### config.mk
export PLATFORM = sky130hd
export DESIGN_NAME = vc_crossbar_input_ctrl
export DESIGN_NICKNAME = d
export VERILOG_FILES = /design/src/rtl/vc_crossbar_input_ctrl_pkg.sv /design/src/rtl/vc_rr_arb3.sv /design/src/rtl/vc_crossbar_input_ctrl.sv
export SDC_FILE = /design/constraint.sdc
export NUM_CORES = 1
export LEC_CHECK = 0
export BUFFER_PORTS_ARGS = -buffer_cell sky130_fd_sc_hd__clkbuf_2
export CAP_MARGIN = 25
export CORE_AREA = 2 2 134 136
export DETAILED_ROUTE_END_ITERATION = 12
export DIE_AREA = 0 0 136 138
export PLACE_DENSITY = 0.88
export SYNTH_ARGS = -nofsm -noshare
export SYNTH_HDL_FRONTEND = slang
export SYNTH_HIERARCHICAL = 1
export SYNTH_SLANG_ARGS = --single-unit
### constraint.sdc
create_clock -name clk -period 4.4 [get_ports clk]
set_clock_uncertainty 0.1 [all_clocks]
set_input_delay 0.22 -clock clk [delete_from_list [all_inputs] [get_ports clk]]
set_output_delay 0.22 -clock clk [all_outputs]
set_load 0.01 [all_outputs]
### src/rtl/vc_crossbar_input_ctrl_pkg.sv
// Shared definitions for the crossbar input control stage.
//   NUM_PORTS   : crossbar radix (inputs == outputs)
//   QUEUE_DEPTH : entries per input queue
//   dest_e      : destination field encoding, value 3 is illegal
//   inc_mod3    : 2-bit increment that wraps 2 -> 0
package vc_crossbar_input_ctrl_pkg;

  localparam int unsigned NUM_PORTS   = 3;
  localparam int unsigned QUEUE_DEPTH = 2;

  typedef enum logic [1:0] {
    DEST_OUT0    = 2'd0,
    DEST_OUT1    = 2'd1,
    DEST_OUT2    = 2'd2,
    DEST_ILLEGAL = 2'd3
  } dest_e;

  function automatic logic [1:0] inc_mod3(input logic [1:0] idx);
    return (idx == 2'd2) ? 2'd0 : idx + 2'd1;
  endfunction

endpackage

### src/rtl/vc_rr_arb3.sv
// Three-request round-robin arbiter with a registered priority pointer.
//   i_clk, i_reset : clock, synchronous active-high reset (pointer -> 0)
//   i_reqs         : request vector, bit i = input i requests
//   i_en           : grant is consumed this cycle; advance the pointer past the winner
//   o_grant        : index of the winning request (0 when nothing requests)
//   o_any          : at least one request is present
module vc_rr_arb3
  import vc_crossbar_input_ctrl_pkg::*;
(
  input  logic       i_clk,
  input  logic       i_reset,
  input  logic [2:0] i_reqs,
  input  logic       i_en,
  output logic [1:0] o_grant,
  output logic       o_any
);

  logic [1:0] r_ptr;
  logic [1:0] w_c0;
  logic [1:0] w_c1;
  logic [1:0] w_c2;

  // Search order starts at the pointer and walks forward modulo 3.
  always_comb begin
    w_c0    = r_ptr;
    w_c1    = inc_mod3(r_ptr);
    w_c2    = inc_mod3(w_c1);
    o_grant = 2'd0;
    o_any   = 1'b0;
    if (i_reqs[w_c0]) begin
      o_grant = w_c0;
      o_any   = 1'b1;
    end else if (i_reqs[w_c1]) begin
      o_grant = w_c1;
      o_any   = 1'b1;
    end else if (i_reqs[w_c2]) begin
      o_grant = w_c2;
      o_any   = 1'b1;
    end
  end

  always_ff @(posedge i_clk) begin
    if (i_reset) begin
      r_ptr <= 2'd0;
    end else if (i_en && o_any) begin
      r_ptr <= inc_mod3(o_grant);
    end
  end

endmodule

### src/rtl/vc_crossbar_input_ctrl.sv
// Input-side control for a 3x3 crossbar: three 2-entry input queues, per-output
// round-robin arbitration, crossbar data/select drive and output handshakes.
//   clk, reset          : clock, synchronous active-high reset
//   inN_msg/dest/val    : input stream N (dest 0..2 routes, 3 is discarded)
//   inN_rdy             : queue N not full
//   xbar_inN            : head payload of queue N
//   selN                : index of the input granted to output N
//   outN_val / outN_rdy : handshake for crossbar output N
//   drop                : a dest==3 head was discarded this cycle
module vc_crossbar_input_ctrl
  import vc_crossbar_input_ctrl_pkg::*;
#(
  parameter int unsigned BIT_WIDTH = 32
) (
  input  logic                 clk,
  input  logic                 reset,
  input  logic [BIT_WIDTH-1:0] in0_msg,
  input  logic [BIT_WIDTH-1:0] in1_msg,
  input  logic [BIT_WIDTH-1:0] in2_msg,
  input  logic [1:0]           in0_dest,
  input  logic [1:0]           in1_dest,
  input  logic [1:0]           in2_dest,
  input  logic                 in0_val,
  input  logic                 in1_val,
  input  logic                 in2_val,
  output logic                 in0_rdy,
  output logic                 in1_rdy,
  output logic                 in2_rdy,
  output logic [BIT_WIDTH-1:0] xbar_in0,
  output logic [BIT_WIDTH-1:0] xbar_in1,
  output logic [BIT_WIDTH-1:0] xbar_in2,
  output logic [1:0]           sel0,
  output logic [1:0]           sel1,
  output logic [1:0]           sel2,
  output logic                 out0_val,
  output logic                 out1_val,
  output logic                 out2_val,
  input  logic                 out0_rdy,
  input  logic                 out1_rdy,
  input  logic                 out2_rdy,
  output logic                 drop
);

  logic [BIT_WIDTH-1:0] w_in_msg   [NUM_PORTS];
  logic [1:0]           w_in_dest  [NUM_PORTS];
  logic [BIT_WIDTH-1:0] w_head_msg [NUM_PORTS];
  logic [1:0]           w_head_dest[NUM_PORTS];
  logic [NUM_PORTS-1:0] w_req      [NUM_PORTS];  // w_req[out][in]
  logic [1:0]           w_sel      [NUM_PORTS];
  logic [NUM_PORTS-1:0] w_in_val;
  logic [NUM_PORTS-1:0] w_in_rdy;
  logic [NUM_PORTS-1:0] w_out_rdy;
  logic [NUM_PORTS-1:0] w_out_val;
  logic [NUM_PORTS-1:0] w_fire;
  logic [NUM_PORTS-1:0] w_nonempty;
  logic [NUM_PORTS-1:0] w_illegal;
  logic [NUM_PORTS-1:0] w_deq;

  assign w_in_msg[0]  = in0_msg;
  assign w_in_msg[1]  = in1_msg;
  assign w_in_msg[2]  = in2_msg;
  assign w_in_dest[0] = in0_dest;
  assign w_in_dest[1] = in1_dest;
  assign w_in_dest[2] = in2_dest;
  assign w_in_val     = {in2_val, in1_val, in0_val};
  assign w_out_rdy    = {out2_rdy, out1_rdy, out0_rdy};

  for (genvar gi = 0; gi < NUM_PORTS; gi++) begin : g_queue
    logic [BIT_WIDTH-1:0] r_msg [QUEUE_DEPTH];
    logic [1:0]           r_dest[QUEUE_DEPTH];
    logic                 r_wr_ptr;
    logic                 r_rd_ptr;
    logic [1:0]           r_cnt;
    logic                 w_enq;

    // Gating with reset keeps the queue invisible while reset is held.
    assign w_in_rdy[gi]    = !reset && (r_cnt != 2'(QUEUE_DEPTH));
    assign w_nonempty[gi]  = !reset && (r_cnt != 2'd0);
    assign w_enq           = w_in_val[gi] && w_in_rdy[gi];
    assign w_head_msg[gi]  = r_msg[r_rd_ptr];
    assign w_head_dest[gi] = r_dest[r_rd_ptr];
    assign w_illegal[gi]   = w_nonempty[gi] && (w_head_dest[gi] == DEST_ILLEGAL);

    always_ff @(posedge clk) begin
      if (reset) begin
        r_wr_ptr <= 1'b0;
        r_rd_ptr <= 1'b0;
        r_cnt    <= 2'd0;
      end else begin
        if (w_enq) begin
          r_msg[r_wr_ptr]  <= w_in_msg[gi];
          r_dest[r_wr_ptr] <= w_in_dest[gi];
          r_wr_ptr         <= !r_wr_ptr;
        end
        if (w_deq[gi]) begin
          r_rd_ptr <= !r_rd_ptr;
        end
        case ({w_enq, w_deq[gi]})
          2'b10:   r_cnt <= r_cnt + 2'd1;
          2'b01:   r_cnt <= r_cnt - 2'd1;
          default: ;
        endcase
      end
    end
  end

  // A head targets exactly one output, so requests are disjoint across outputs.
  always_comb begin
    for (int j = 0; j < NUM_PORTS; j++) begin
      w_req[j] = '0;
      for (int i = 0; i < NUM_PORTS; i++) begin
        w_req[j][i] = w_nonempty[i] && (w_head_dest[i] == 2'(j));
      end
    end
  end

  for (genvar gj = 0; gj < NUM_PORTS; gj++) begin : g_arb
    vc_rr_arb3 u_arb (
      .i_clk   (clk),
      .i_reset (reset),
      .i_reqs  (w_req[gj]),
      .i_en    (w_fire[gj]),
      .o_grant (w_sel[gj]),
      .o_any   (w_out_val[gj])
    );
    assign w_fire[gj] = w_out_val[gj] && w_out_rdy[gj];
  end

  // Illegal heads leave immediately; legal heads leave only when their output fires.
  always_comb begin
    w_deq = w_illegal;
    for (int j = 0; j < NUM_PORTS; j++) begin
      if (w_fire[j]) begin
        w_deq[w_sel[j]] = 1'b1;
      end
    end
  end

  assign in0_rdy  = w_in_rdy[0];
  assign in1_rdy  = w_in_rdy[1];
  assign in2_rdy  = w_in_rdy[2];
  assign xbar_in0 = reset ? '0 : w_head_msg[0];
  assign xbar_in1 = reset ? '0 : w_head_msg[1];
  assign xbar_in2 = reset ? '0 : w_head_msg[2];
  assign sel0     = w_sel[0];
  assign sel1     = w_sel[1];
  assign sel2     = w_sel[2];
  assign out0_val = w_out_val[0];
  assign out1_val = w_out_val[1];
  assign out2_val = w_out_val[2];
  assign drop     = |w_illegal;

endmodule

# [Word level (Yosys, flattened, before mapping)]
# Memory sizes are Yosys's and may differ from the RTL's. A register that Yosys moved wholly into a read port is not among the register bits.
# Cells that the tools add are included.
[classes] addsub=15 n_lt_le_gt_ge=15 eq_ne=27 n_mux=81 bitwise_logic=3 n_reduce_logical=47
[op_table] operator="$mux 32" count=3
[op_table] operator="$mux 1" count=42
[op_table] operator="$eq 2x2->1 const B" count=18
[op_table] operator="$lt 2x3->1 const B" count=12
[op_table] operator="$mux 2" count=18
[op_table] operator="$logic_and 1x1->1" count=30
[op_table] operator="$add 2x1->2 const B" count=12
[op_table] operator="$bmux 1 s2" count=9
[op_table] operator="$eq 2x1->1 const B" count=6
[op_table] operator="$pmux 2 s2" count=3
[op_table] operator="$reduce_bool 2->1" count=6
[op_table] operator="$mux 3" count=3
[op_table] operator="$or 3x3->3" count=3
[op_table] operator="$logic_not 1->1" count=7
[op_table] operator="$demux 1 s2" count=3
[op_table] operator="$ge 2x1->1 const B" count=3
[op_table] operator="$logic_not 2->1" count=3
[op_table] operator="$ne 2x2->1 const B" count=3
[op_table] operator="$sub 2x1->2 const B" count=3
[op_table] operator="$reduce_or 3->1" count=1
[totals] ff_bits=18 ram_bits=204 in_bits=110 out_inout_bits=109 wordCells=206 mem_count=6
[memory_table] memory="g_queue[0].r_msg" words=2 word_bits=32 rd=1 rd_ports_with_merged_regs=1 wr=1 line="vc_crossbar_input_ctrl.sv:69" text="logic [BIT_WIDTH-1:0] r_msg [QUEUE_DEPTH];"
[memory_table] memory="g_queue[1].r_msg" words=2 word_bits=32 rd=1 rd_ports_with_merged_regs=1 wr=1 line="vc_crossbar_input_ctrl.sv:69"
[memory_table] memory="g_queue[2].r_msg" words=2 word_bits=32 rd=1 rd_ports_with_merged_regs=1 wr=1 line="vc_crossbar_input_ctrl.sv:69"
[memory_table] memory="g_queue[0].r_dest" words=2 word_bits=2 rd=1 rd_ports_with_merged_regs=1 wr=1 line="vc_crossbar_input_ctrl.sv:70" text="logic [1:0] r_dest[QUEUE_DEPTH];"
[memory_table] memory="g_queue[1].r_dest" words=2 word_bits=2 rd=1 rd_ports_with_merged_regs=1 wr=1 line="vc_crossbar_input_ctrl.sv:70"
[memory_table] memory="g_queue[2].r_dest" words=2 word_bits=2 rd=1 rd_ports_with_merged_regs=1 wr=1 line="vc_crossbar_input_ctrl.sv:70"

# [Depth between registers and ports, before layout]
[logic_depth] ltp_word=21 depth_mapped=14 mapped_depth_nobuf=13

# [Hierarchy]
# The synthesis kept the hierarchy.
[modules_own_cells] module="vc_crossbar_input_ctrl" instances=1 cells_per_inst=543 area_per_inst_um2=8563.2 seq_area_each_um2=6426.2
[modules_own_cells] module="vc_rr_arb3" instances=3 cells_per_inst=16 area_per_inst_um2=147.6 seq_area_each_um2=40.0

# [Least setup slack after synthesis]
# Ideal clock, no wire load.
[synth_timing] kind="flip-flop to flip-flop" start="reg (tool-made name)" end="reg g_queue[1].r_cnt[1]" setup_time_ns=0.070 t_arrival_ns=3.212 required_time_ns=4.230 setup_slack_ns=1.018 path_stages_with_launch=11 path_buffers=1 synth_period_minus_slack_ns=3.382 cell_sequence="dfxtp_1 buf_6 mux2_2 nor4_1 o21ai_0 and3_2 nor3b_1 or4_4 ha_1 or3_1 a21oi_1"
[synth_rtl] element="end signal: assignment" line="vc_crossbar_input_ctrl.sv:99" text="2'b10: r_cnt <= r_cnt + 2'd1;"
[synth_rtl] element="end signal: assignment" line="vc_crossbar_input_ctrl.sv:100" text="2'b01: r_cnt <= r_cnt - 2'd1;"
[synth_rtl] element="end: declaration" line="vc_crossbar_input_ctrl.sv:73" text="logic [1:0] r_cnt;"

==> impl_metrics.json <==
{
  "p_sw_mw": 1.22,
  "final_cell_mix": "clkbuf_2, edfxtp_1, nor2_1",
  "htree_levels": 1,
  "tightest_slew_ns": 0.981,
  "die_w_um": 136,
  "yosys.area.top_type": "edfxtp_1",
  "met3_usage": 0.0392,
  "pwr-share-comb": 0.147,
  "p_leak_nw": 4.61,
  "p_int_mw": 3.88,
  "initial_core_util": 0.514,
  "wire_per_inst_um": 17.0,
  "p_seq_frac": 0.493,
  "yosysTopAreaCellShare": 0.680,
  "use_met2": 0.369,
  "final_common_cell": "clkbuf_2",
  "slew_viol_final": 0,
  "slew_headroom": 0.344,
  "yosysWarnings": 6,
  "postSynthAreaPerCell_um2": 15.2,
  "synth_fp_nets": 704,
  "tns_ns": 0,
  "power_density_nw_per_um2": 420,
  "hp-class": "in -> reg",
  "cts.root.buffer_cell": "clkbuf_16",
  "synthTopCellsByArea": "edfxtp_1, mux2i_1, nor2_1",
  "r2r_cells": 9,
  "vias_per_cell": 5.12,
  "holdWs_ns": 0.0772,
  "worst-endpoint-required_ns": 4.72,
  "clk_path_buf_depth": 3,
  "ant_nets": 0,
  "cts_buffers": 23,
  "start_kind": "flip-flop",
  "cts_sinks": 225,
  "dp_hpwl_um": 11600,
  "dieArea_um2": 18800,
  "rows": 49,
  "ys_ff_latch": 225,
  "synth-seq-area-share": 0.727,
  "grt_pass1_vias": 6054,
  "area_growth_pct": 35.0,
  "gp_congestion": 0.790,
  "path_max_fanout": 5,
  "drt_first_iter_violations": 323,
  "cp.arrival_ns": 4.06,
  "grt_start_max_net_pins": 50,
  "rrSetupSlack_ns": 0.66,
  "end_kind": "flip-flop",
  "syn_inst": 591,
  "num_vias": 5959,
  "r2r-end": "g_queue[1].r_cnt[1]$_SDFFE_PP0P_",
  "timing.final.crit_share": 0.850,
  "syn_area_um2": 9010,
  "regArea_um2": 6550,
  "ir_worst_vdd_v": 0.000374,
  "hold_depth": 5,
  "first_pass_iters": 4,
  "fin_nets": 1031,
  "hold_viol_final": 0,
  "layout_setup_ws_ns": 0.659,
  "finalSetupViolations": 0,
  "use_met1": 0.246,
  "top_usage_layer": "met2",
  "fill_cells": 1136,
  "clockPowerShare": 0.360,
  "path_clk_slew_ns": 0.06,
  "outcome": "finished, final reports clean",
  "cts_tree": "built",
  "rsz0062_at_grt": "no",
  "wl_um": 19800,
  "fmax_mhz": 267,
  "criticalPathCategory": "reg -> reg",
  "io_buffers": 218,
  "grt_pass1_wl_um": 30700,
  "power_mw": 5.10,
  "pre_cts_ws_ns": 0.719,
  "min-delay-start": "out0_rdy",
  "multi_input_area_um2": 2350,
  "boundaryPins": 219,
  "clk-insertion-delay-late_ns": 0.51,
  "core_um2": 17500,
  "antenna_found_initial": 1,
  "cap_violations": 0,
  "drc": 0,
  "overflow": 0,
  "p_sw_frac": 0.240,
  "whs_endpoint": "g_arb[0].u_arb/r_ptr[1]$_SDFFE_PP0P_",
  "yosysUniqueCellTypes": 36,
  "grt_usage": 0.208,
  "drive_gt1_frac": 0.308,
  "fin_crit_ns": 3.74,
  "die_h_um": 138
}
==> per-stage QoR <==
| stage | utilization | instance area, um2 | instances |
|---|---|---|---|
| floorplan | - | 9010 | 591 |
| global placement | 0.590 | 10400 | 1016 |
| detailed placement | 0.590 | 10400 | 1016 |
| CTS | 0.689 | 12100 | 1158 |
| global route | 0.693 | 12200 | 1163 |
| finish | 0.693 | 12200 | 1163 |
==> flip-flops by register name, indices dropped and copies added, names as in the netlist, named ones only <==
name	cells
g_queue.r_wr_ptr	3
g_queue.r_dest	12
g_queue.r_rd_ptr	3
g_arb.u_arb/r_ptr	6
g_queue.r_msg	192
g_queue.r_cnt	6
==> per-layer routing <==
| metal | wire [um] | vias up | share of wire |
|---|---|---|---|
| met4 | 741 | 0 | 0.037 |
| met3 | 1170 | 48 | 0.059 |
| li1 | - | 2840 | - |
| met2 | 10300 | 204 | 0.52 |
| met5 | 0 | - | 0 |
| met1 | 7590 | 2867 | 0.38 |
==> cell families (layout without fill, tap and decap cells) <==
family / count (synthesis) / count (layout) / share of synthesized area
buffers and inverters: 37 / 379 / 0.0175
AO/OA/AOI/OAI: 35 / 35 / 0.0292
multiplexers: 111 / 111 / 0.125
adder cells (fa/ha/maj): 3 / 3 / 0.00417
AND/OR/NAND/NOR: 171 / 171 / 0.0881
other: 0 / 1 / 0
XOR/XNOR: 9 / 9 / 0.00875
flip-flops: 225 / 225 / 0.727
==> power by group through the flow <==
stage               Combinational (mW)  Sequential (mW)  Clock, mW
global placement                 0.639             2.55          0
CTS                              0.732             2.52       1.86
global route                     0.817             2.52       1.96
finish                           0.753             2.52       1.83
detailed placement               0.652             2.56          0
floorplan                        0.440             2.54          0
==> layout make-up <==
class                   instances  area share
flip-flops and latches        225       0.539
multi-input cells             329       0.193
repair buffers                329       0.184
clock buffers                  28      0.0489
well taps                     229      0.0236
clock inverters                12     0.00885
inverters                      10     0.00309
diodes                          1    0.000206
==> critical path, stage by stage, from the launching register on <==
cell and delay, ns:
dfxtp_2 0.35, mux2_2 0.35, nor4_1 0.80, o21ai_0 0.29, and3_2 0.31, nor3b_1 0.15, or4_4 0.45, ha_1 0.33
or3_1 0.35, a21oi_1 0.15
==> Yosys cell counts (all sizes together) <==
library cell / n
inv: 10
nand2b: 3
mux2: 9
xnor2: 6
or3: 7
and3: 3
clkbuf: 19
nor3b: 5
o21ai: 6
a21oi: 6
nand3b: 3
dfxtp: 21
o21a: 6
a2111o: 1
buf: 8
edfxtp: 204
o21bai: 2
o41ai: 3
or4: 2
nor3: 7
nor2: 120
a21boi: 3
mux2i: 102
o211ai: 5
o31ai: 3
nand2: 7
nor4: 2
ha: 3
nor2b: 9
xor2: 3
nand4: 3
==> worst max path at each step <==
stage | from | to | slack (ns) | cells after the start
detailed placement | reset | g_queue[0].r_cnt[1]$_SDFFE_PP0P_ | 0.72 | 11
global route | g_queue[0].r_dest[1][0]$_DFFE_PP_ | g_queue[1].r_cnt[1]$_SDFFE_PP0P_ | 0.46 | 9
floorplan | flip-flop | g_queue[1].r_cnt[1]$_SDFFE_PP0P_ | 1.02 | 10
finish | flip-flop | g_queue[1].r_cnt[1]$_SDFFE_PP0P_ | 0.66 | 9
global placement | reset | g_queue[0].r_cnt[1]$_SDFFE_PP0P_ | 0.80 | 11
CTS | flip-flop | g_queue[1].r_cnt[1]$_SDFFE_PP0P_ | 0.71 | 9
==> what timing repair did <==
item | 4_1_cts | 5_1_grt
hold buffers | 102 | 0
setup buffers | 0 | 0
hold endpoints to repair | 204 | 0
resized for setup | 0 | 0
(Power assumes the default switching activity.)
